**src/rtl/fetch_pkg.sv**
```systemverilog
// Shared types and constants for the instruction fetch stage.
// FETCH_ALIGN_CHECK_EN adds the ERROR state used by the misaligned-target trap.
package fetch_pkg;

  localparam int unsigned INSTR_BYTES      = 4;
  localparam logic [31:0] DEFAULT_RESET_PC = 32'h0000_0000;

`ifdef FETCH_ALIGN_CHECK_EN
  typedef enum logic [1:0] {
    ST_FETCH = 2'd0,
    ST_WAIT  = 2'd1,
    ST_HOLD  = 2'd2,
    ST_ERROR = 2'd3
  } fetch_state_t;
`else
  typedef enum logic [1:0] {
    ST_FETCH = 2'd0,
    ST_WAIT  = 2'd1,
    ST_HOLD  = 2'd2
  } fetch_state_t;
`endif

endpackage

```
**src/rtl/pc_next_sel.sv**
```systemverilog
// Combinational next-PC selection: sequential PC+4 or branch target PC+ImmOp.
// Kept standalone so the pipelined core can reuse it.
module pc_next_sel
  import fetch_pkg::*;
#(
  parameter int unsigned WIDTH = 32
) (
  input  logic [WIDTH-1:0] PC,
  input  logic [WIDTH-1:0] ImmOp,
  input  logic             PCsrc,
  output logic [WIDTH-1:0] pc_next
);

  // Modulo-2^WIDTH arithmetic; wrap past the top of the address space is intended.
  assign pc_next = PCsrc ? (PC + ImmOp) : (PC + WIDTH'(INSTR_BYTES));

endmodule

```
**src/rtl/instr_fetch_unit.sv**
```systemverilog
// Instruction fetch stage: one-outstanding word reads, valid/ready hand-off to decode.
// Optional FETCH_ALIGN_CHECK_EN traps misaligned next-PC targets in an ERROR state.
module instr_fetch_unit
  import fetch_pkg::*;
#(
  parameter int unsigned      WIDTH    = 32,
  parameter logic [WIDTH-1:0] RESET_PC = WIDTH'(DEFAULT_RESET_PC)
) (
  input  logic             clk,
  input  logic             rst,
  output logic             mem_req,
  output logic [WIDTH-1:0] mem_addr,
  input  logic             mem_rvalid,
  input  logic [WIDTH-1:0] mem_rdata,
  output logic [WIDTH-1:0] instr,
  output logic             instr_valid,
  input  logic             instr_ready,
  input  logic             PCsrc,
  input  logic [WIDTH-1:0] ImmOp,
`ifdef FETCH_ALIGN_CHECK_EN
  output logic             fetch_err,
`endif
  output logic [WIDTH-1:0] PC
);

  fetch_state_t     r_state;
  logic [WIDTH-1:0] r_pc;
  logic [WIDTH-1:0] r_instr;
  logic             r_instr_valid;
  logic [WIDTH-1:0] w_pc_next;
  logic             w_handshake;
`ifdef FETCH_ALIGN_CHECK_EN
  logic             r_fetch_err;
`endif

  pc_next_sel #(
    .WIDTH (WIDTH)
  ) u_pc_next_sel (
    .PC      (r_pc),
    .ImmOp   (ImmOp),
    .PCsrc   (PCsrc),
    .pc_next (w_pc_next)
  );

  assign w_handshake = r_instr_valid && instr_ready;

  // Request strobe decodes the FETCH state so it appears the cycle after reset or a handshake.
  assign mem_req     = (r_state == ST_FETCH) && !rst;
  assign mem_addr    = r_pc;
  assign PC          = r_pc;
  assign instr       = r_instr;
  assign instr_valid = r_instr_valid;
`ifdef FETCH_ALIGN_CHECK_EN
  assign fetch_err   = r_fetch_err;
`endif

  always_ff @(posedge clk) begin
    if (rst) begin
      r_state       <= ST_FETCH;
      r_pc          <= RESET_PC;
      r_instr       <= '0;
      r_instr_valid <= 1'b0;
`ifdef FETCH_ALIGN_CHECK_EN
      r_fetch_err   <= 1'b0;
`endif
    end else begin
      case (r_state)
        ST_FETCH: r_state <= ST_WAIT;
        ST_WAIT: begin
          if (mem_rvalid) begin
            r_instr       <= mem_rdata;
            r_instr_valid <= 1'b1;
            r_state       <= ST_HOLD;
          end
        end
        ST_HOLD: begin
          if (w_handshake) begin
            r_pc          <= w_pc_next;
            r_instr_valid <= 1'b0;
`ifdef FETCH_ALIGN_CHECK_EN
            if (w_pc_next[1:0] != 2'b00) begin
              r_state     <= ST_ERROR;
              r_fetch_err <= 1'b1;
            end else begin
              r_state     <= ST_FETCH;
            end
`else
            r_state       <= ST_FETCH;
`endif
          end
        end
`ifdef FETCH_ALIGN_CHECK_EN
        ST_ERROR: r_state <= ST_ERROR;
`endif
        default: r_state <= ST_FETCH;
      endcase
    end
  end

endmodule

```
**config.mk**
```make
export PLATFORM = sky130hd
export DESIGN_NAME = instr_fetch_unit
export DESIGN_NICKNAME = d
export VERILOG_FILES = /design/src/rtl/fetch_pkg.sv /design/src/rtl/pc_next_sel.sv /design/src/rtl/instr_fetch_unit.sv
export SDC_FILE = /design/constraint.sdc
export NUM_CORES = 1
export LEC_CHECK = 0
export BUFFER_PORTS_ARGS = -buffer_cell sky130_fd_sc_hd__buf_2
export CORE_MARGIN = 2
export CORE_UTILIZATION = 56
export DETAILED_ROUTE_END_ITERATION = 10
export PLACE_DENSITY_LB_ADDON = 0.12
export SETUP_SLACK_MARGIN = 0.1
export SLEW_MARGIN = 20
export SYNTH_ARGS = -nofsm -noshare
export SYNTH_HDL_FRONTEND = slang
export SYNTH_SLANG_ARGS = --single-unit
```
**constraint.sdc**
```tcl
create_clock -name clk -period 3.9 [get_ports clk]
set_input_delay 0.195 -clock clk [delete_from_list [all_inputs] [get_ports clk]]
set_output_delay 0.195 -clock clk [all_outputs]
set_load 0.05 [all_outputs]
```
== After elaboration in Yosys (flattened, before gate mapping) ==
Index checks and enable logic that the tools add are counted.

* Multipliers: 0
* Divide/modulo/power cells: 0
* Add/sub/neg operators: 2
* Mux-type cells: 7
* Bitwise operators: 0
* Shift operators: 0
* Reduce and logical (&&, ||, !) cells: 9
* $lt $le $gt $ge: 0
* Equality and inequality tests: 4

{| class="wikitable"
|+ Operator list
! cell !! number
|-
| adder 32 x 3 -> 32 bit, second input constant || 1
|-
| adder 32 bit || 1
|-
| two-way mux 32 bit || 1
|-
| case mux 2 bit (3 select lines) || 1
|-
| AND reduction 2 bit || 3
|-
| two-way mux 2 bit || 2
|-
| inequality test 2 bit, second input constant || 2
|-
| AND reduction 3 bit || 1
|-
| equality test 2 x 1 -> 1 bit, second input constant || 1
|-
| equality test 2 bit, second input constant || 1
|-
| logical AND 1 bit || 2
|-
| logical NOT 2 bit || 1
|-
| two-way mux 1 bit || 2
|-
| case mux 1 bit (2 select lines) || 1
|-
| nonzero test 2 bit || 1
|-
| logical NOT 1 bit || 1
|}

* Input port bits: 69
* RAM bits: 0
* Register bits: 67
* Output and inout bits: 98
* Bits in latches: 0
* Memories kept: 0
* Logic and storage cells: 26
* ROM bits: 0

== Depth between registers and ports, before layout ==
Gate-level depths: netlist of the first run.

* Depth after elaboration: 3
* Mapped depth: 10

== Cells and area by module ==
A second synthesis of the first run with hierarchy kept.

* Cells, all modules: 696
* Area, all modules: 5136.2 µm²

{| class="wikitable"
|+ Modules (own cells, without submodules)
! module !! cells an instance !! instances !! area each (µm²)
|-
| instr_fetch_unit || 324 || 1 || 2675.1
|-
| pc_next_sel || 372 || 1 || 2461.1
|}

== Worst setup path before layout of the first run ==
No wires, ideal clock.

* Kind: flip-flop to flip-flop
* Start point: reg r_pc[9] (netlist: PC[9])
* End point: reg r_pc[29] (netlist: PC[29])
* Library setup time: 0.079 ns
* Buffers on the path: 1
* Required time: 3.821 ns
* Clock period less this slack: 2.768 ns
* Cell stages (with the launch flop): 10
* Path slack: 1.132 ns
* Data arrival time: 2.688 ns
* Cell sequence: dfxtp_1 ha_1 buf_2 a211oi_1 o22ai_1 a21oi_2 a211oi_1 a211oi_1 mux2_1 a211oi_2

* Word-level cells in the longest chain between the ends: 2
* Elaborated cells on any way between the ends: 3
* Classes of those cells: 2 x add/sub; 1 x mux

{| class="wikitable"
|+ Ends and longest elaborated chain
! element !! RTL line !! RTL
|-
| start: declaration || instr_fetch_unit.sv:27 || <nowiki>logic [WIDTH-1:0] r_pc;</nowiki>
|-
| start signal: assignment || instr_fetch_unit.sv:78 || <nowiki>r_pc <= w_pc_next;</nowiki>
|-
| adder 32 x 3 -> 32 bit / adder 32 bit (equally long branches) || pc_next_sel.sv:15 || <nowiki>assign pc_next = PCsrc ? (PC + ImmOp) : (PC + WIDTH'(INSTR_BYTES));</nowiki>
|-
| two-way mux 32 bit (*) || pc_next_sel.sv:15 ||
|}

Every way passes the cells marked *; elsewhere a longest branch is shown, timed or not.
A chain may end at the register's enable or synchronous reset.

== Worst setup path after layout of the first run ==
* Start point: reg r_pc[14] (netlist: PC[14])
* End point: reg r_pc[29] (netlist: PC[29])

The elaborated chain is that of the path after synthesis.

==> results of run 1 <==
[synth_stat cells (5+ instances only)]
master                     count
sky130_fd_sc_hd__nor2_1       48
sky130_fd_sc_hd__o31a_1        5
sky130_fd_sc_hd__a31oi_1      12
sky130_fd_sc_hd__ha_1         32
sky130_fd_sc_hd__a211oi_1     13
sky130_fd_sc_hd__and3_1       15
sky130_fd_sc_hd__nor3_1       18
sky130_fd_sc_hd__o21a_1        7
sky130_fd_sc_hd__nand3_1      11
sky130_fd_sc_hd__dfxtp_1      67
sky130_fd_sc_hd__xnor2_1      13
sky130_fd_sc_hd__buf_4        32
sky130_fd_sc_hd__clkbuf_1     30
sky130_fd_sc_hd__o22ai_1      12
sky130_fd_sc_hd__nand4_1      10
sky130_fd_sc_hd__buf_2         7
sky130_fd_sc_hd__nand2_1     108
sky130_fd_sc_hd__a21o_1       14
sky130_fd_sc_hd__inv_1        14
sky130_fd_sc_hd__o21ai_0      42
sky130_fd_sc_hd__xor2_1        8
sky130_fd_sc_hd__and2_1        5
sky130_fd_sc_hd__a21oi_1      95
[worst max-delay path: stages (launching register included)]
cell	delay (ns)
sky130_fd_sc_hd__dfxtp_1	0.53
sky130_fd_sc_hd__ha_1	0.37
sky130_fd_sc_hd__a21oi_1	0.24
sky130_fd_sc_hd__o21ai_0	0.11
sky130_fd_sc_hd__a21oi_1	0.33
sky130_fd_sc_hd__o21ai_1	0.15
sky130_fd_sc_hd__a211oi_1	0.28
sky130_fd_sc_hd__mux2_1	0.36
sky130_fd_sc_hd__a211oi_2	0.21
[sequential cells by signal (all words and copies together) (netlist names)]
register / cells
PC: 32
instr_valid: 1
instr: 32
r_state: 2
[worst min-delay path by stage]
stage | from | to | slack (ns) | depth (start not counted)
floorplan | mem_rvalid | r_state[0]$_SDFFE_PP0P_ | 0.30 | 1
global placement | mem_rvalid | r_state[0]$_SDFFE_PP0P_ | 0.40 | 2
detailed placement | mem_rvalid | r_state[0]$_SDFFE_PP0P_ | 0.40 | 2
CTS | mem_rvalid | r_state[0]$_SDFFE_PP0P_ | 0.04 | 2
global route | mem_rvalid | r_state[0]$_SDFFE_PP0P_ | 0.05 | 2
finish | mem_rvalid | r_state[0]$_SDFFE_PP0P_ | 0.04 | 2
[area by class of cell]
| class | count | area (µm²) | area share (%) |
|---|---|---|---|
| multi-input cells | 555 | 3470 | 57.0 |
| flip-flops and latches | 67 | 1340 | 22.0 |
| repair buffers | 171 | 868 | 14.3 |
| well taps | 111 | 139 | 2.28 |
| clock buffers | 10 | 128 | 2.10 |
| clock inverters | 6 | 88.8 | 1.46 |
| inverters | 14 | 52.6 | 0.864 |
[logic make-up (layout without fill, tap and decap cells)]
kind of cell / after synthesis / count (layout) / share of synthesized area, %
and+or+nand+nor: 248 / 248 / 23.1
AOI/OAI and AO/OA: 248 / 248 / 30.3
muxes: 5 / 5 / 1.00
DFF: 67 / 67 / 25.5
buffers and inverters: 86 / 201 / 8.62
xor gates and xnor gates: 21 / 21 / 3.50
adders and majority gates: 33 / 33 / 8.00
[report_power, final]
part	switching, mW	internal [mW]	leakage, nW	total, mW
sequential	0.0126	0.703	0.543	0.716
clock	0.301	0.361	0.103	0.663
combinational	0.203	0.0958	2.19	0.298
[cell usage in the layout, fill, tap and decap left out, types with 3 or more instances in the layout]
master | Yosys | layout
sky130_fd_sc_hd__a211oi_1 | 13 | 13
sky130_fd_sc_hd__mux2i_1 | 3 | 3
sky130_fd_sc_hd__nand4_1 | 10 | 10
sky130_fd_sc_hd__ha_1 | 32 | 32
sky130_fd_sc_hd__buf_4 | 32 | 5
sky130_fd_sc_hd__xor2_1 | 8 | 8
sky130_fd_sc_hd__o22ai_1 | 12 | 12
sky130_fd_sc_hd__a21oi_1 | 95 | 95
sky130_fd_sc_hd__a21o_1 | 14 | 14
sky130_fd_sc_hd__o21a_1 | 7 | 7
sky130_fd_sc_hd__buf_2 | 7 | 166
sky130_fd_sc_hd__nor2_1 | 48 | 47
sky130_fd_sc_hd__a41oi_1 | 3 | 3
sky130_fd_sc_hd__nand3b_1 | 3 | 3
sky130_fd_sc_hd__and2_1 | 5 | 5
sky130_fd_sc_hd__nand3_1 | 11 | 11
sky130_fd_sc_hd__a311oi_1 | 3 | 3
sky130_fd_sc_hd__inv_1 | 14 | 14
sky130_fd_sc_hd__o21ai_0 | 42 | 42
sky130_fd_sc_hd__nor2b_1 | 3 | 3
sky130_fd_sc_hd__xnor2_1 | 13 | 13
sky130_fd_sc_hd__dfxtp_1 | 67 | 67
sky130_fd_sc_hd__o21ai_1 | 3 | 3
sky130_fd_sc_hd__clkbuf_8 | 0 | 9
sky130_fd_sc_hd__a211oi_2 | 3 | 3
sky130_fd_sc_hd__a2bb2oi_1 | 3 | 3
sky130_fd_sc_hd__o31a_1 | 5 | 5
sky130_fd_sc_hd__nand2_1 | 108 | 108
sky130_fd_sc_hd__nand2b_1 | 4 | 4
sky130_fd_sc_hd__and3_1 | 15 | 15
sky130_fd_sc_hd__a31oi_1 | 12 | 12
sky130_fd_sc_hd__nor3_1 | 18 | 18
sky130_fd_sc_hd__and4_1 | 4 | 4
sky130_fd_sc_hd__o211ai_1 | 3 | 3
[through the flow]
| step | area, µm² | total power, mW | std cells | utilization, % |
|---|---|---|---|---|
| 2_1_floorplan | 5250 | 0.940 | 708 | - |
| 3_5_place_dp | 5870 | 1.03 | 918 | 64.1 |
| 6_report | 6080 | 1.68 | 934 | 66.5 |
| 4_1_cts | 6080 | 1.68 | 934 | 66.5 |
| 3_3_place_gp | 5860 | 1.02 | 918 | 64.0 |
| 5_1_grt | 6080 | 1.74 | 934 | 66.5 |
[layer usage]
metal	global-route usage, %	share of wire [%]
met3	6.31	9.1
met4	11.2	2.1
met1	40.3	41
met5	0	0
met2	50.5	48
==> flow_summary.html, run 1 <==
<table>
<tr><th>Metric</th><th>Value</th></tr>
<tr><th colspan="2">Status</th></tr>
<tr><td>Outcome</td><td>complete, no violations</td></tr>
<tr><th colspan="2">Layout</th></tr>
<tr><td>Synth-to-layout area growth</td><td>15.8%</td></tr>
<tr><td>Fill cell total of the finished layout</td><td>835</td></tr>
<tr><td>Number of inserted diodes</td><td>0</td></tr>
<tr><td>Nets</td><td>920</td></tr>
<tr><td>Share of final-layout standard cells stronger than drive strength 1</td><td>25.8%</td></tr>
<tr><th colspan="2">Synth</th></tr>
<tr><td>Number of instances in the synthesized netlist</td><td>about 700</td></tr>
<tr><td>Cell variety after synth</td><td>75</td></tr>
<tr><td>Top cell type by total area after synthesis</td><td>sky130_fd_sc_hd__dfxtp_1</td></tr>
<tr><td>Post-synthesis instance area</td><td>between 5000 and 6000 µm²</td></tr>
<tr><td>Post-synth top flop</td><td>sky130_fd_sc_hd__dfxtp_1</td></tr>
<tr><td>Asr flop ratio synth</td><td>0%</td></tr>
<tr><td>Number of register bits inferred by synthesis</td><td>67</td></tr>
<tr><td>Largest cells by area after synthesis</td><td>sky130_fd_sc_hd__dfxtp_1 26%, sky130_fd_sc_hd__a21oi_1 9.1%, sky130_fd_sc_hd__nand2_1 7.7%</td></tr>
<tr><td>Synthesized area per cell</td><td>roughly 7.4 µm²</td></tr>
<tr><td>Count of flip-flops with a built-in enable after synthesis</td><td>0</td></tr>
<tr><td>Net count after synthesis</td><td>slightly above 800</td></tr>
<tr><td>Sequential-to-total area share from yosys stat</td><td>about a quarter</td></tr>
<tr><td>Ys Warns</td><td>0</td></tr>
<tr><td>Area fraction of the dominant cell type after synthesis</td><td>between 20% and 30%</td></tr>
<tr><th colspan="2">Worst setup path</th></tr>
<tr><td>Kind of end point of the critical path</td><td>flip-flop</td></tr>
<tr><td>Biggest fanout along the worst timing path</td><td>8</td></tr>
<tr><td>Worst-case reg-to-reg path depth</td><td>8</td></tr>
<tr><td>Category of the critical setup timing path</td><td>flip-flop to flip-flop</td></tr>
<tr><td>Launching element type of the critical path</td><td>flip-flop</td></tr>
<tr><td>Origin of the critical flop-to-flop path</td><td>PC[14]$_SDFFE_PP0P_</td></tr>
<tr><td>Critical path destination</td><td>PC[29]$_SDFFE_PP0P_</td></tr>
<tr><td>WP data arrival</td><td>2.94 ns</td></tr>
<tr><td>Data required time at the worst endpoint</td><td>between 4 and 5 ns</td></tr>
<tr><td>Critical path launch point</td><td>PC[14]$_SDFFE_PP0P_</td></tr>
<tr><td>Reg2Reg Capture Point</td><td>PC[29]$_SDFFE_PP0P_</td></tr>
<tr><td>FF-to-FF setup slack</td><td>1.24 ns</td></tr>
<tr><th colspan="2">Timing</th></tr>
<tr><td>Final hold violation count</td><td>0</td></tr>
<tr><td>Number of max-slew violations in the final report</td><td>0</td></tr>
<tr><td>Tightest Pin Transition</td><td>0.720 ns</td></tr>
<tr><td>Max frequency</td><td>375 MHz</td></tr>
<tr><td>Final-report setup violation count</td><td>0</td></tr>
<tr><td>Final min period</td><td>between 2 and 3 ns</td></tr>
<tr><td>Final critical-path share of the clock period</td><td>between 60% and 70%</td></tr>
<tr><td>Clock skew</td><td>between 0.01 and 0.015 ns</td></tr>
<tr><td>Unrepaired setup endpoints after global routing</td><td>false</td></tr>
<tr><td>Max-Slew Margin vs Limit</td><td>between 50% and 60%</td></tr>
<tr><td>Final setup margin</td><td>around 1.2 ns</td></tr>
<tr><td>Total Negative Setup Slacks</td><td>0 ns</td></tr>
<tr><td>Worst hold slack across all endpoints</td><td>0.0433 ns</td></tr>
<tr><th colspan="2">Floorplan</th></tr>
<tr><td>Overall die area</td><td>slightly above 10000 µm²</td></tr>
<tr><td>Number of I/O pins</td><td>around 170</td></tr>
<tr><td>Die Width</td><td>around 100 µm</td></tr>
<tr><td>Placeable core region</td><td>between 9000 and 10000 µm²</td></tr>
<tr><td>Initial cell density of the core</td><td>between 50% and 60%</td></tr>
<tr><td>Number of rows created at floorplan</td><td>35</td></tr>
<tr><td>Vert. Die Dim</td><td>101 µm</td></tr>
<tr><th colspan="2">Power</th></tr>
<tr><td>P_leak</td><td>around 2.8 nW</td></tr>
<tr><td>Power per cell area</td><td>around 280 nW/µm²</td></tr>
<tr><td>Largest voltage drop on the vdd net</td><td>around 190 µV</td></tr>
<tr><th colspan="2">GRT</th></tr>
<tr><td>Via count of the first global-routing pass</td><td>just over 5000</td></tr>
<tr><td>GRT Overall Usage</td><td>between 30% and 40%</td></tr>
<tr><td>Global-route wire length before repair</td><td>approximately 25 mm</td></tr>
<tr><td>Remaining global-route overflow</td><td>0</td></tr>
<tr><td>Maximum number of pins on one net before global-route repair</td><td>67</td></tr>
<tr><td>Antenna violations before repair</td><td>0</td></tr>
<tr><th colspan="2">Routing</th></tr>
<tr><td>Remaining antenna violation count after routing</td><td>0</td></tr>
<tr><td>Routed len/inst</td><td>17.1 µm</td></tr>
<tr><td>Routed vias</td><td>about 5700</td></tr>
<tr><td>Detailed Routing Iterations Pass 1</td><td>5</td></tr>
<tr><td>Via/cell ratio</td><td>6.14</td></tr>
<tr><td>Number of remaining DRC errors</td><td>0</td></tr>
<tr><td>Iter 0 DRT Violations</td><td>approximately 370</td></tr>
<tr><td>WL final</td><td>about 16 mm</td></tr>
<tr><th colspan="2">Min path</th></tr>
<tr><td>Hold crit path type</td><td>input port to flip-flop</td></tr>
<tr><th colspan="2">Clocking</th></tr>
<tr><td>Clock latency reported for the late side of the worst-skew pair</td><td>approximately 0.36 ns</td></tr>
<tr><td>Cell at the root of the clock tree</td><td>sky130_fd_sc_hd__clkbuf_8</td></tr>
<tr><td>Clock tree from TritonCTS</td><td>yes</td></tr>
<tr><td>Inserted Clock Buffers</td><td>9</td></tr>
<tr><td>Hold_buf cts</td><td>0</td></tr>
<tr><td>Clock tree sinks</td><td>67</td></tr>
<tr><td>Buffers inserted by post-CTS timing repair</td><td>0</td></tr>
<tr><td>Number of gates given a new drive strength after cts</td><td>0</td></tr>
<tr><td>Depth of the CTS H-tree</td><td>3</td></tr>
<tr><td>Clock Path Buffers</td><td>2</td></tr>
<tr><td>Post-CTS clock slew at the launch and capture registers of the worst setup and hold paths</td><td>~0.08 ns</td></tr>
<tr><th colspan="2">Place</th></tr>
<tr><td>Detailed placement HPWL</td><td>about 12 mm</td></tr>
<tr><td>Routability congestion estimate</td><td>about 0.99</td></tr>
<tr><td>Port Buffers</td><td>166</td></tr>
<tr><td>Pre-CTS setup slack</td><td>1.30 ns</td></tr>
<tr><th colspan="2">Run</th></tr>
<tr><td>Max Cap Viol</td><td>0</td></tr>
</table>
Note: power is estimated with default switching activity, not from simulation.
==> run 2, diff against run 1 <==
--- a/config.mk
+++ b/config.mk
@@ -5,9 +5,10 @@
 export SDC_FILE = /design/constraint.sdc
 export NUM_CORES = 1
 export LEC_CHECK = 0
+export ABC_AREA = 1
 export BUFFER_PORTS_ARGS = -buffer_cell sky130_fd_sc_hd__buf_2
 export CORE_MARGIN = 2
-export CORE_UTILIZATION = 56
+export CORE_UTILIZATION = 48
 export DETAILED_ROUTE_END_ITERATION = 10
 export PLACE_DENSITY_LB_ADDON = 0.12
 export SETUP_SLACK_MARGIN = 0.1
==> constraint.sdc (replaced) <==
create_clock -name clk -period 2.37 [get_ports clk]
set_input_delay 0.1185 -clock clk [delete_from_list [all_inputs] [get_ports clk]]
set_output_delay 0.1185 -clock clk [all_outputs]
set_load 0.05 [all_outputs]
==> run 2 against run 1 <==
  * The run now ends with hold timing left
  * Combinational power up 120%
  * Maximum frequency is 26% higher
  * Count of clock-buffer cells in the layout down 1
  * Flip-flop and latch count stayed put
  * Global-route usage decreased by 0.88 points
  * Register-to-register slack got worse by 0.98 ns
  * Worst hold slack worse by 0.045 ns
  * Clock skew shrank 0.0065 ns
  * First-iteration DRC count increased by 31%
  * Utilization shrank 5.2 points
  * Largest cell class unchanged
==> flow_summary.html, run 2 <==
<table>
<tr><th>Metric</th><th>Value</th></tr>
<tr><th colspan="2">Clocking</th></tr>
<tr><td>Inserted Clock Buffers</td><td>9 (unchanged)</td></tr>
<tr><td>Cell at the root of the clock tree</td><td>sky130_fd_sc_hd__clkbuf_16</td></tr>
<tr><td>Post-CTS clock slew at the launch and capture registers of the worst setup and hold paths</td><td>0.06 ns (-0.02 ns)</td></tr>
<tr><td>Clock tree from TritonCTS</td><td>yes</td></tr>
<tr><td>Clock tree sinks</td><td>67 (unchanged)</td></tr>
<tr><td>Clock Path Buffers</td><td>2 (unchanged)</td></tr>
<tr><td>Depth of the CTS H-tree</td><td>3 (unchanged)</td></tr>
<tr><td>Clock latency reported for the late side of the worst-skew pair</td><td>0.35 ns (about the same)</td></tr>
<tr><td>Buffers inserted by post-CTS timing repair</td><td>0 (unchanged)</td></tr>
<tr><th colspan="2">Synth</th></tr>
<tr><td>Sequential-to-total area share from yosys stat</td><td>23.3% (-2.2 points)</td></tr>
<tr><td>Top cell type by total area after synthesis</td><td>sky130_fd_sc_hd__dfxtp_1</td></tr>
<tr><td>Asr flop ratio synth</td><td>0% (unchanged)</td></tr>
<tr><td>Ys Warns</td><td>0 (unchanged)</td></tr>
<tr><td>Most instantiated library cell after synthesis</td><td>sky130_fd_sc_hd__nand2_1</td></tr>
<tr><td>Count of flip-flops with a built-in enable after synthesis</td><td>0 (unchanged)</td></tr>
<tr><td>Most frequent cells after synthesis</td><td>234 x sky130_fd_sc_hd__nand2_1, 129 x sky130_fd_sc_hd__nor2_1, 100 x sky130_fd_sc_hd__inv_1</td></tr>
<tr><td>Cell variety after synth</td><td>45 (-40%)</td></tr>
<tr><td>Number of register bits inferred by synthesis</td><td>67 (unchanged)</td></tr>
<tr><td>Synthesized area per cell</td><td>6.12 µm² (-18%)</td></tr>
<tr><td>Number of instances in the synthesized netlist</td><td>941 (+33%)</td></tr>
<tr><td>Post-synth top flop</td><td>sky130_fd_sc_hd__dfxtp_1</td></tr>
<tr><td>Largest cells by area after synthesis</td><td>sky130_fd_sc_hd__dfxtp_1 23%, sky130_fd_sc_hd__nand2_1 15%, sky130_fd_sc_hd__nor2_1 8.4%</td></tr>
<tr><td>Net count after synthesis</td><td>1043 (+29%)</td></tr>
<tr><td>Post-synthesis instance area</td><td>5760 µm² (+9.6%)</td></tr>
<tr><td>Area fraction of the dominant cell type after synthesis</td><td>23.3% (-2.2 points)</td></tr>
<tr><th colspan="2">Power</th></tr>
<tr><td>Largest voltage drop on the vdd net</td><td>357 µV (+85%)</td></tr>
<tr><td>Power per cell area</td><td>461 nW/µm² (+67%)</td></tr>
<tr><td>P_leak</td><td>3.97 nW (+40%)</td></tr>
<tr><td>Total chip power</td><td>3.35 mW (+100%)</td></tr>
<tr><th colspan="2">Worst setup path</th></tr>
<tr><td>Kind of end point of the critical path</td><td>flip-flop</td></tr>
<tr><td>Worst path most repeated cell</td><td>sky130_fd_sc_hd__nand3_1</td></tr>
<tr><td>Largest stage delay on the critical path</td><td>0.39 ns (-0.14 ns)</td></tr>
<tr><td>WP data arrival</td><td>2.39 ns (-0.55 ns)</td></tr>
<tr><td>Cell breakdown of the critical path</td><td>ha_2 -&gt; inv_1 -&gt; fa_1 -&gt; o21ai_2 -&gt; nand3_1 -&gt; nand3b_1 -&gt; nand2_1 -&gt; nand3_1 -&gt; nand3_1 -&gt; a21oi_1</td></tr>
<tr><td>Category of the critical setup timing path</td><td>flip-flop to flip-flop</td></tr>
<tr><td>Data required time at the worst endpoint</td><td>2.65 ns (-1.52 ns)</td></tr>
<tr><td>Biggest fanout along the worst timing path</td><td>4 (-4)</td></tr>
<tr><td>Cell with the largest stage delay on the worst path</td><td>sky130_fd_sc_hd__fa_1</td></tr>
<tr><td>Crit path buf inv count</td><td>1 (+1)</td></tr>
<tr><td>Launching element type of the critical path</td><td>flip-flop</td></tr>
<tr><td>Cell family with most CP delay</td><td>adder cells</td></tr>
<tr><th colspan="2">Floorplan</th></tr>
<tr><td>Number of I/O pins</td><td>167 (unchanged)</td></tr>
<tr><td>Placeable core region</td><td>11900 µm² (+30%)</td></tr>
<tr><td>Vert. Die Dim</td><td>114 µm (+13%)</td></tr>
<tr><td>Initial cell density of the core</td><td>48.5% (-8.8 points)</td></tr>
<tr><td>Number of rows created at floorplan</td><td>40 (+14%)</td></tr>
<tr><td>Overall die area</td><td>12900 µm² (+27%)</td></tr>
<tr><td>Die Width</td><td>114 µm (+13%)</td></tr>
<tr><th colspan="2">Status</th></tr>
<tr><td>Violated checks</td><td>hold timing</td></tr>
<tr><td>Outcome</td><td>finished with violations</td></tr>
<tr><th colspan="2">Timing</th></tr>
<tr><td>Final min period</td><td>2.11 ns (-0.552 ns)</td></tr>
<tr><td>Final critical-path share of the clock period</td><td>89.1% (+21 points)</td></tr>
<tr><td>Tightest Pin Transition</td><td>0.559 ns (-0.161 ns)</td></tr>
<tr><td>Total Negative Setup Slacks</td><td>0 ns (unchanged)</td></tr>
<tr><td>Clock skew</td><td>0.00633 ns (-0.00645 ns)</td></tr>
<tr><td>Number of max-slew violations in the final report</td><td>0 (unchanged)</td></tr>
<tr><td>Final hold violation count</td><td>1 (+1)</td></tr>
<tr><td>Worst hold slack across all endpoints</td><td>-0.00127 ns (-0.0445 ns)</td></tr>
<tr><td>Max frequency</td><td>474 MHz (+26%)</td></tr>
<tr><td>Max-Slew Margin vs Limit</td><td>62.7% (+11 points)</td></tr>
<tr><td>Unrepaired setup endpoints after global routing</td><td>false</td></tr>
<tr><td>Final-report setup violation count</td><td>0 (unchanged)</td></tr>
<tr><th colspan="2">GRT</th></tr>
<tr><td>Maximum number of pins on one net before global-route repair</td><td>51 (-24%)</td></tr>
<tr><td>Antenna violations before repair</td><td>0 (unchanged)</td></tr>
<tr><td>Via count of the first global-routing pass</td><td>5909 (+14%)</td></tr>
<tr><td>GRT Overall Usage</td><td>30.0% (-0.88 points)</td></tr>
<tr><td>Remaining global-route overflow</td><td>0 (unchanged)</td></tr>
<tr><td>Global-route wire length before repair</td><td>30.4 mm (+20%)</td></tr>
<tr><th colspan="2">Layout</th></tr>
<tr><td>Leading cell types in the layout, fill and taps excluded</td><td>233 x sky130_fd_sc_hd__nand2_1, 166 x sky130_fd_sc_hd__buf_2, 129 x sky130_fd_sc_hd__nor2_1</td></tr>
<tr><td>Synth-to-layout area growth</td><td>26.3%</td></tr>
<tr><td>Final cell utilization of the core</td><td>61.3% (-5.2 points)</td></tr>
<tr><td>Number of inserted diodes</td><td>0 (unchanged)</td></tr>
<tr><td>Most frequent standard cell in the layout excluding fill and tap cells</td><td>sky130_fd_sc_hd__nand2_1</td></tr>
<tr><td>Non-Filler Instances</td><td>1273 (+36%)</td></tr>
<tr><td>Nets</td><td>1223 (+33%)</td></tr>
<tr><td>Share of final-layout standard cells stronger than drive strength 1</td><td>22.1% (-3.6 points)</td></tr>
<tr><th colspan="2">Run</th></tr>
<tr><td>Max Cap Viol</td><td>0 (unchanged)</td></tr>
<tr><th colspan="2">Routing</th></tr>
<tr><td>WL final</td><td>19.6 mm (+23%)</td></tr>
<tr><td>Iter 0 DRT Violations</td><td>485 (+31%)</td></tr>
<tr><td>Routed vias</td><td>6670 (+16%)</td></tr>
<tr><td>Via/cell ratio</td><td>5.24 (-15%)</td></tr>
<tr><td>Detailed Routing Iterations Pass 1</td><td>5 (unchanged)</td></tr>
<tr><td>Number of remaining DRC errors</td><td>0 (unchanged)</td></tr>
<tr><td>Remaining antenna violation count after routing</td><td>0 (unchanged)</td></tr>
<tr><td>Routed len/inst</td><td>15.4 µm (-10%)</td></tr>
<tr><th colspan="2">Place</th></tr>
<tr><td>Port Buffers</td><td>166 (unchanged)</td></tr>
<tr><td>Routability congestion estimate</td><td>0.995 (+0.87%)</td></tr>
<tr><td>Detailed placement HPWL</td><td>15.0 mm (+28%)</td></tr>
<tr><td>Number of cells after detailed placement</td><td>1236 (+35%)</td></tr>
<tr><th colspan="2">Min path</th></tr>
<tr><td>Hold crit path type</td><td>input port to flip-flop</td></tr>
</table>
-- run 2: cell families (layout without fill, tap and decap cells) --
family,Yosys count,count (layout),share of synthesized area [%]
buffers and inverters,158,343,12.6
AOI/OAI and AO/OA,186,186,17.1
and+or+nand+nor,477,477,36.6
DFF,67,67,23.3
adders and majority gates,33,33,7.30
xor gates and xnor gates,20,20,3.17
-- run 2: final timing paths --
kind                                                from                  endpoint  slack, ns  cells past startpoint
worst max-delay path                  PC[0]$_SDFFE_PP0P_       PC[28]$_SDFFE_PP0P_       0.26                     10
worst min-delay path                       mem_rdata[11]    instr[11]$_SDFFE_PP0P_     -0.001                      3
worst max register to register        PC[0]$_SDFFE_PP0P_       PC[28]$_SDFFE_PP0P_       0.26                     10
worst min register to register  instr_valid$_SDFFE_PP0P_  instr_valid$_SDFFE_PP0P_       0.48                      2
-- run 2: final cells by class --
| type | instances | area (µm²) |
|---|---|---|
| clock inverter | 7 | 98.8 |
| tap | 147 | 184 |
| inverter | 103 | 387 |
| fill | 1158 | 4590 |
| multi-input combinational | 716 | 3700 |
| clock buffer | 9 | 225 |
| sequential | 67 | 1340 |
| timing repair buffer | 224 | 1330 |
-- run 2: tightest hold or removal path: cells and delay by family --
kind / cells / cell delay (ns)
and+or+nand+nor: 2 / 0.11
buffers and inverters: 1 / 0.08
-- run 2: per-layer routing --
metal / vias up / part of all wire, % / wire, µm / track usage [%]
met5: - / 0 / 0 / 0
met4: 0 / 2.4 / 474 / 10.7
met3: 32 / 7.6 / 1480 / 4.78
met2: 286 / 46 / 9080 / 49.3
met1: 2956 / 44 / 8570 / 40.1
li1: 3396 / - / - / -
-- run 2: timing repair --
item | 4_1_cts | 5_1_grt
hold buffers | 21 | 0
endpoints found under the hold margin | 21 | 0
gates resized for setup | 0 | 2
setup endpoints to repair | 0 | 3
-- run 2: through the flow --
step                      cell area, µm²  worst slack (ns)
after floorplan                     5760             0.121
after global placement              6730             0.316
after detailed placement            6730             0.214
after CTS                           7270             0.215
after global routing                7270            0.0745
final                               7270             0.258
-- run 2: power breakdown --
group / switching [mW] / leakage [nW] / total, mW / internal, mW
sequential: 0.0242 / 0.545 / 1.20 / 1.18
combinational: 0.442 / 3.27 / 0.641 / 0.199
clock: 0.582 / 0.156 / 1.51 / 0.929
==> run 3, diff against run 2 <==
--- a/config.mk
+++ b/config.mk
@@ -8,11 +8,12 @@
 export ABC_AREA = 1
 export BUFFER_PORTS_ARGS = -buffer_cell sky130_fd_sc_hd__buf_2
 export CORE_MARGIN = 2
-export CORE_UTILIZATION = 48
+export CORE_UTILIZATION = 49
 export DETAILED_ROUTE_END_ITERATION = 10
 export PLACE_DENSITY_LB_ADDON = 0.12
 export SETUP_SLACK_MARGIN = 0.1
 export SLEW_MARGIN = 20
 export SYNTH_ARGS = -nofsm -noshare
 export SYNTH_HDL_FRONTEND = slang
+export SYNTH_HIERARCHICAL = 1
 export SYNTH_SLANG_ARGS = --single-unit
==> run 3 against run 2 <==
  * The run now ends clean
  * Power grew 1.2%
  * Critical path depth grew 5
  * Utilization shrank 1.1 points
  * Sequential share of layout area shrank 0.76 points
  * Count of clock-buffer cells in the layout is the same
  * Area after synthesis grew 9.6%
  * Die area grew 7.1%
  * Clock skew is essentially flat
  * Worst setup slack lost 0.014 ns
  * Worst hold slack gained 0.026 ns
  * Largest cell class unchanged
  * Largest power group unchanged
==> flow_summary.html, run 3 <==
<table>
<tr><th>Metric</th><th>Value</th></tr>
<tr><th colspan="2">Status</th></tr>
<tr><td>Outcome</td><td>complete, no violations</td></tr>
<tr><th colspan="2">Clocking</th></tr>
<tr><td>Cell at the root of the clock tree</td><td>sky130_fd_sc_hd__clkbuf_16</td></tr>
<tr><td>Inserted Clock Buffers</td><td>9 (unchanged)</td></tr>
<tr><td>Clock Path Buffers</td><td>2 (unchanged)</td></tr>
<tr><td>Clock tree from TritonCTS</td><td>yes</td></tr>
<tr><td>Depth of the CTS H-tree</td><td>3 (unchanged)</td></tr>
<tr><td>Clock latency reported for the late side of the worst-skew pair</td><td>0.34 ns (about the same)</td></tr>
<tr><td>Post-CTS clock slew at the launch and capture registers of the worst setup and hold paths</td><td>0.06 ns (about the same)</td></tr>
<tr><td>Clock tree sinks</td><td>67 (unchanged)</td></tr>
<tr><th colspan="2">Timing</th></tr>
<tr><td>Final min period</td><td>2.13 ns (+0.0138 ns)</td></tr>
<tr><td>Total Negative Setup Slacks</td><td>0 ns (unchanged)</td></tr>
<tr><td>Final hold violation count</td><td>0 (-1)</td></tr>
<tr><td>Unrepaired setup endpoints after global routing</td><td>true</td></tr>
<tr><td>Tightest Pin Transition</td><td>0.570 ns (+0.0112 ns)</td></tr>
<tr><td>Final-report setup violation count</td><td>0 (unchanged)</td></tr>
<tr><td>Clock skew</td><td>0.00624 ns (-0.0000909 ns)</td></tr>
<tr><td>Max frequency</td><td>470 MHz (-0.65%)</td></tr>
<tr><td>Worst hold slack across all endpoints</td><td>0.0247 ns (+0.0260 ns)</td></tr>
<tr><td>Final critical-path share of the clock period</td><td>89.7% (+0.58 points)</td></tr>
<tr><td>Max-Slew Margin vs Limit</td><td>61.6% (-1.1 points)</td></tr>
<tr><td>Number of max-slew violations in the final report</td><td>0 (unchanged)</td></tr>
<tr><th colspan="2">Routing</th></tr>
<tr><td>Top Metal Used</td><td>met4</td></tr>
<tr><td>Met2 wire len</td><td>8.31 mm (-8.4%)</td></tr>
<tr><td>Routed vias</td><td>7061 (+5.9%)</td></tr>
<tr><td>WL final</td><td>19.6 mm (about the same)</td></tr>
<tr><td>Met1 wire length</td><td>9.19 mm (+7.2%)</td></tr>
<tr><td>Via/cell ratio</td><td>4.84 (-7.6%)</td></tr>
<tr><td>Met3 routed wirelength</td><td>1.75 mm (+18%)</td></tr>
<tr><td>Detailed Routing Iterations Pass 1</td><td>6 (+1)</td></tr>
<tr><td>Iter 0 DRT Violations</td><td>627 (+29%)</td></tr>
<tr><td>Number of remaining DRC errors</td><td>0 (unchanged)</td></tr>
<tr><td>Routed len/inst</td><td>13.4 µm (-13%)</td></tr>
<tr><td>Remaining antenna violation count after routing</td><td>0 (unchanged)</td></tr>
<tr><th colspan="2">Run</th></tr>
<tr><td>Max Cap Viol</td><td>0 (unchanged)</td></tr>
<tr><th colspan="2">Place</th></tr>
<tr><td>Detailed placement HPWL</td><td>15.5 mm (+2.7%)</td></tr>
<tr><td>Routability congestion estimate</td><td>0.974 (-2.2%)</td></tr>
<tr><td>Post-Place Cell Area</td><td>7230 µm² (+7.4%)</td></tr>
<tr><td>Port Buffers</td><td>166 (unchanged)</td></tr>
<tr><th colspan="2">Min path</th></tr>
<tr><td>Capture endpoint of the worst hold path</td><td>instr[21]$_SDFFE_PP0P_</td></tr>
<tr><td>Cell count of the worst hold path</td><td>3 (unchanged)</td></tr>
<tr><td>Hold Crit Start</td><td>mem_rdata[21]</td></tr>
<tr><td>Hold crit path type</td><td>input port to flip-flop</td></tr>
<tr><th colspan="2">Layout</th></tr>
<tr><td>Share of final-layout standard cells stronger than drive strength 1</td><td>19.4% (-2.8 points)</td></tr>
<tr><td>Fill cell total of the finished layout</td><td>1383 (+19%)</td></tr>
<tr><td>Most frequent standard cell in the layout excluding fill and tap cells</td><td>sky130_fd_sc_hd__nand2_1</td></tr>
<tr><td>Leading cell types in the layout, fill and taps excluded</td><td>379 x sky130_fd_sc_hd__nand2_1, 193 x sky130_fd_sc_hd__nor2_1, 166 x sky130_fd_sc_hd__buf_2</td></tr>
<tr><td>Nets</td><td>1383 (+13%)</td></tr>
<tr><td>Total non-filler cell area in the finished layout</td><td>7590 µm² (+4.4%)</td></tr>
<tr><td>Final cell utilization of the core</td><td>60.2% (-1.1 points)</td></tr>
<tr><td>Synth-to-layout area growth</td><td>20.3%</td></tr>
<tr><td>Number of inserted diodes</td><td>0 (unchanged)</td></tr>
<tr><th colspan="2">Synth</th></tr>
<tr><td>Largest cells by area after synthesis</td><td>sky130_fd_sc_hd__nand2_1 23%, sky130_fd_sc_hd__dfxtp_1 21%, sky130_fd_sc_hd__nor2_1 12%</td></tr>
<tr><td>Number of instances in the synthesized netlist</td><td>1124 (+19%)</td></tr>
<tr><td>Top cell type by total area after synthesis</td><td>sky130_fd_sc_hd__nand2_1</td></tr>
<tr><td>Number of register bits inferred by synthesis</td><td>67 (unchanged)</td></tr>
<tr><td>Cell variety after synth</td><td>39 (-13%)</td></tr>
<tr><td>Post-synthesis instance area</td><td>6310 µm² (+9.6%)</td></tr>
<tr><td>Area fraction of the dominant cell type after synthesis</td><td>22.5% (-0.76 points)</td></tr>
<tr><td>Ys Warns</td><td>6 (+6)</td></tr>
<tr><td>Post-synth top flop</td><td>sky130_fd_sc_hd__dfxtp_1</td></tr>
<tr><td>Asr flop ratio synth</td><td>0% (unchanged)</td></tr>
<tr><td>Count of flip-flops with a built-in enable after synthesis</td><td>0 (unchanged)</td></tr>
<tr><td>Synthesized area per cell</td><td>5.62 µm² (-8.2%)</td></tr>
<tr><td>Net count after synthesis</td><td>1226 (+18%)</td></tr>
<tr><td>Most instantiated library cell after synthesis</td><td>sky130_fd_sc_hd__nand2_1</td></tr>
<tr><td>Most frequent cells after synthesis</td><td>379 x sky130_fd_sc_hd__nand2_1, 195 x sky130_fd_sc_hd__nor2_1, 164 x sky130_fd_sc_hd__inv_1</td></tr>
<tr><td>Sequential-to-total area share from yosys stat</td><td>21.2% (-2.0 points)</td></tr>
<tr><th colspan="2">GRT</th></tr>
<tr><td>GRT Overall Usage</td><td>28.0% (-2.0 points)</td></tr>
<tr><td>Via count of the first global-routing pass</td><td>6192 (+4.8%)</td></tr>
<tr><td>Remaining global-route overflow</td><td>0 (unchanged)</td></tr>
<tr><td>Maximum number of pins on one net before global-route repair</td><td>49 (-3.9%)</td></tr>
<tr><td>Global-route wire length before repair</td><td>31.1 mm (+2.2%)</td></tr>
<tr><td>Antenna violations before repair</td><td>0 (unchanged)</td></tr>
<tr><th colspan="2">Worst setup path</th></tr>
<tr><td>Biggest fanout along the worst timing path</td><td>5 (+1)</td></tr>
<tr><td>Launching element type of the critical path</td><td>flip-flop</td></tr>
<tr><td>Data required time at the worst endpoint</td><td>2.61 ns (-0.04 ns)</td></tr>
<tr><td>Worst path most repeated cell</td><td>sky130_fd_sc_hd__nand2_1</td></tr>
<tr><td>Origin of the critical flop-to-flop path</td><td>PC[13]$_SDFFE_PP0P_</td></tr>
<tr><td>Worst-case reg-to-reg path depth</td><td>15 (+5)</td></tr>
<tr><td>Category of the critical setup timing path</td><td>flip-flop to flip-flop</td></tr>
<tr><td>Reg2Reg Capture Point</td><td>PC[31]$_SDFFE_PP0P_</td></tr>
<tr><td>Cell with the largest stage delay on the worst path</td><td>sky130_fd_sc_hd__ha_1</td></tr>
<tr><td>WP data arrival</td><td>2.36 ns (-0.03 ns)</td></tr>
<tr><td>Kind of end point of the critical path</td><td>flip-flop</td></tr>
<tr><td>Cell breakdown of the critical path</td><td>ha_1 -&gt; nand2_1 -&gt; nor2_1 -&gt; and2_1 -&gt; nand2_1 -&gt; nand2_2 -&gt; nand2_1 -&gt; nand2_1 -&gt; nand2_1 -&gt; nand3_1 -&gt; nand2_1 -&gt; inv_1 -&gt; nand2_1 -&gt; nand2_1 -&gt; nor2_1</td></tr>
<tr><td>FF-to-FF setup slack</td><td>0.24 ns (about the same)</td></tr>
<tr><td>Largest stage delay on the critical path</td><td>0.36 ns (-0.03 ns)</td></tr>
<tr><th colspan="2">Power</th></tr>
<tr><td>Largest voltage drop on the vdd net</td><td>646 µV (+81%)</td></tr>
<tr><td>Power per cell area</td><td>447 nW/µm² (-3.1%)</td></tr>
<tr><td>P_leak</td><td>4.36 nW (+9.6%)</td></tr>
<tr><th colspan="2">Floorplan</th></tr>
<tr><td>Initial cell density of the core</td><td>50.0% (+1.5 points)</td></tr>
<tr><td>Number of I/O pins</td><td>167 (unchanged)</td></tr>
<tr><td>Overall die area</td><td>13800 µm² (+7.1%)</td></tr>
<tr><td>Placeable core region</td><td>12600 µm² (+6.4%)</td></tr>
<tr><td>Vert. Die Dim</td><td>118 µm (+3.5%)</td></tr>
<tr><td>Number of rows created at floorplan</td><td>41 (+2.5%)</td></tr>
<tr><td>Die Width</td><td>118 µm (+3.5%)</td></tr>
</table>
==> run 3: cell count changes in the layout (fill, tap and decap cells not counted), sizes merged, moves of 8 or more <==
cell,previous run,this run
nor2,136,201
nand2,239,384
nand3b,13,4
nand3,50,58
o21ai,90,56
dlygate4sd3,21,1
inv,103,169
a21oi,80,33
==> run 3: worst max-delay path by stage <==
stage                         from             endpoint  slack, ns  cells after the start
2_1_floorplan   PC[0]$_SDFFE_PP0P_  PC[20]$_SDFFE_PP0P_       0.16                     15
3_3_place_gp    PC[0]$_SDFFE_PP0P_  PC[28]$_SDFFE_PP0P_       0.18                     15
3_5_place_dp    PC[0]$_SDFFE_PP0P_  PC[28]$_SDFFE_PP0P_       0.13                     15
4_1_cts         PC[0]$_SDFFE_PP0P_  PC[28]$_SDFFE_PP0P_       0.11                     15
5_1_grt        PC[17]$_SDFFE_PP0P_  PC[24]$_SDFFE_PP0P_        0.1                     14
6_report       PC[13]$_SDFFE_PP0P_  PC[31]$_SDFFE_PP0P_       0.24                     15
==> run 3: logic make-up (layout without fill, tap and decap cells) <==
kind of cell	count (synthesis)	after routing	synth area share (%)
and+or+nand+nor	677	677	44.2
buffers and inverters	226	388	16.6
AOI/OAI and AO/OA	99	99	8.21
DFF	67	67	21.2
adders and majority gates	33	33	6.66
xor gates and xnor gates	22	22	3.05
==> run 3: stage by stage <==
stage	power, mW	worst slack (ns)	cells
after global placement	1.91	0.182	1441
after CTS	3.41	0.112	1458
final	3.39	0.245	1458
after floorplan	1.73	0.162	1124
after detailed placement	1.91	0.132	1441
after global routing	3.54	0.0979	1458
==> run 3: metal layers <==
metal	vias up	GRT usage, %
li1	3723	-
met1	3058	39.8
met2	257	43.5
met3	23	4.84
met4	0	8.21
met5	-	0
==> run 3: area by class of cell <==
| cell class | count | area (µm²) | share of cell area, % |
|---|---|---|---|
| inverters | 169 | 634 | 8.36 |
| well taps | 172 | 215 | 2.84 |
| clock inverters | 7 | 98.8 | 1.30 |
| multi-input cells | 831 | 3950 | 52.1 |
| repair buffers | 203 | 1120 | 14.8 |
| clock buffers | 9 | 225 | 2.97 |
| flip-flops and latches | 67 | 1340 | 17.7 |
==> run 3: worst max-delay path: cells and delay by family (launching register included) <==
| kind | cells | cell delay (ns) |
|---|---|---|
| adder cells (fa/ha/maj) | 1 | 0.36 |
| buffers and inverters | 1 | 0.05 |
| flip-flops | 1 | 0.34 |
| AND/OR/NAND/NOR | 13 | 1.26 |
==> run 3: timing repair <==
action / in CTS / in global routing
hold buffers: 1 / 0
hold endpoints to repair: 2 / 0
setup endpoints to repair: 0 / 15
setup buffers: 0 / 0
gates resized for setup: 0 / 9
==> run 3: power breakdown <==
| part | switching, mW | internal (mW) |
|---|---|---|
| clock | 0.568 | 0.929 |
| combinational | 0.483 | 0.207 |
| sequential | 0.0286 | 1.18 |
| total | 1.08 | 2.31 |
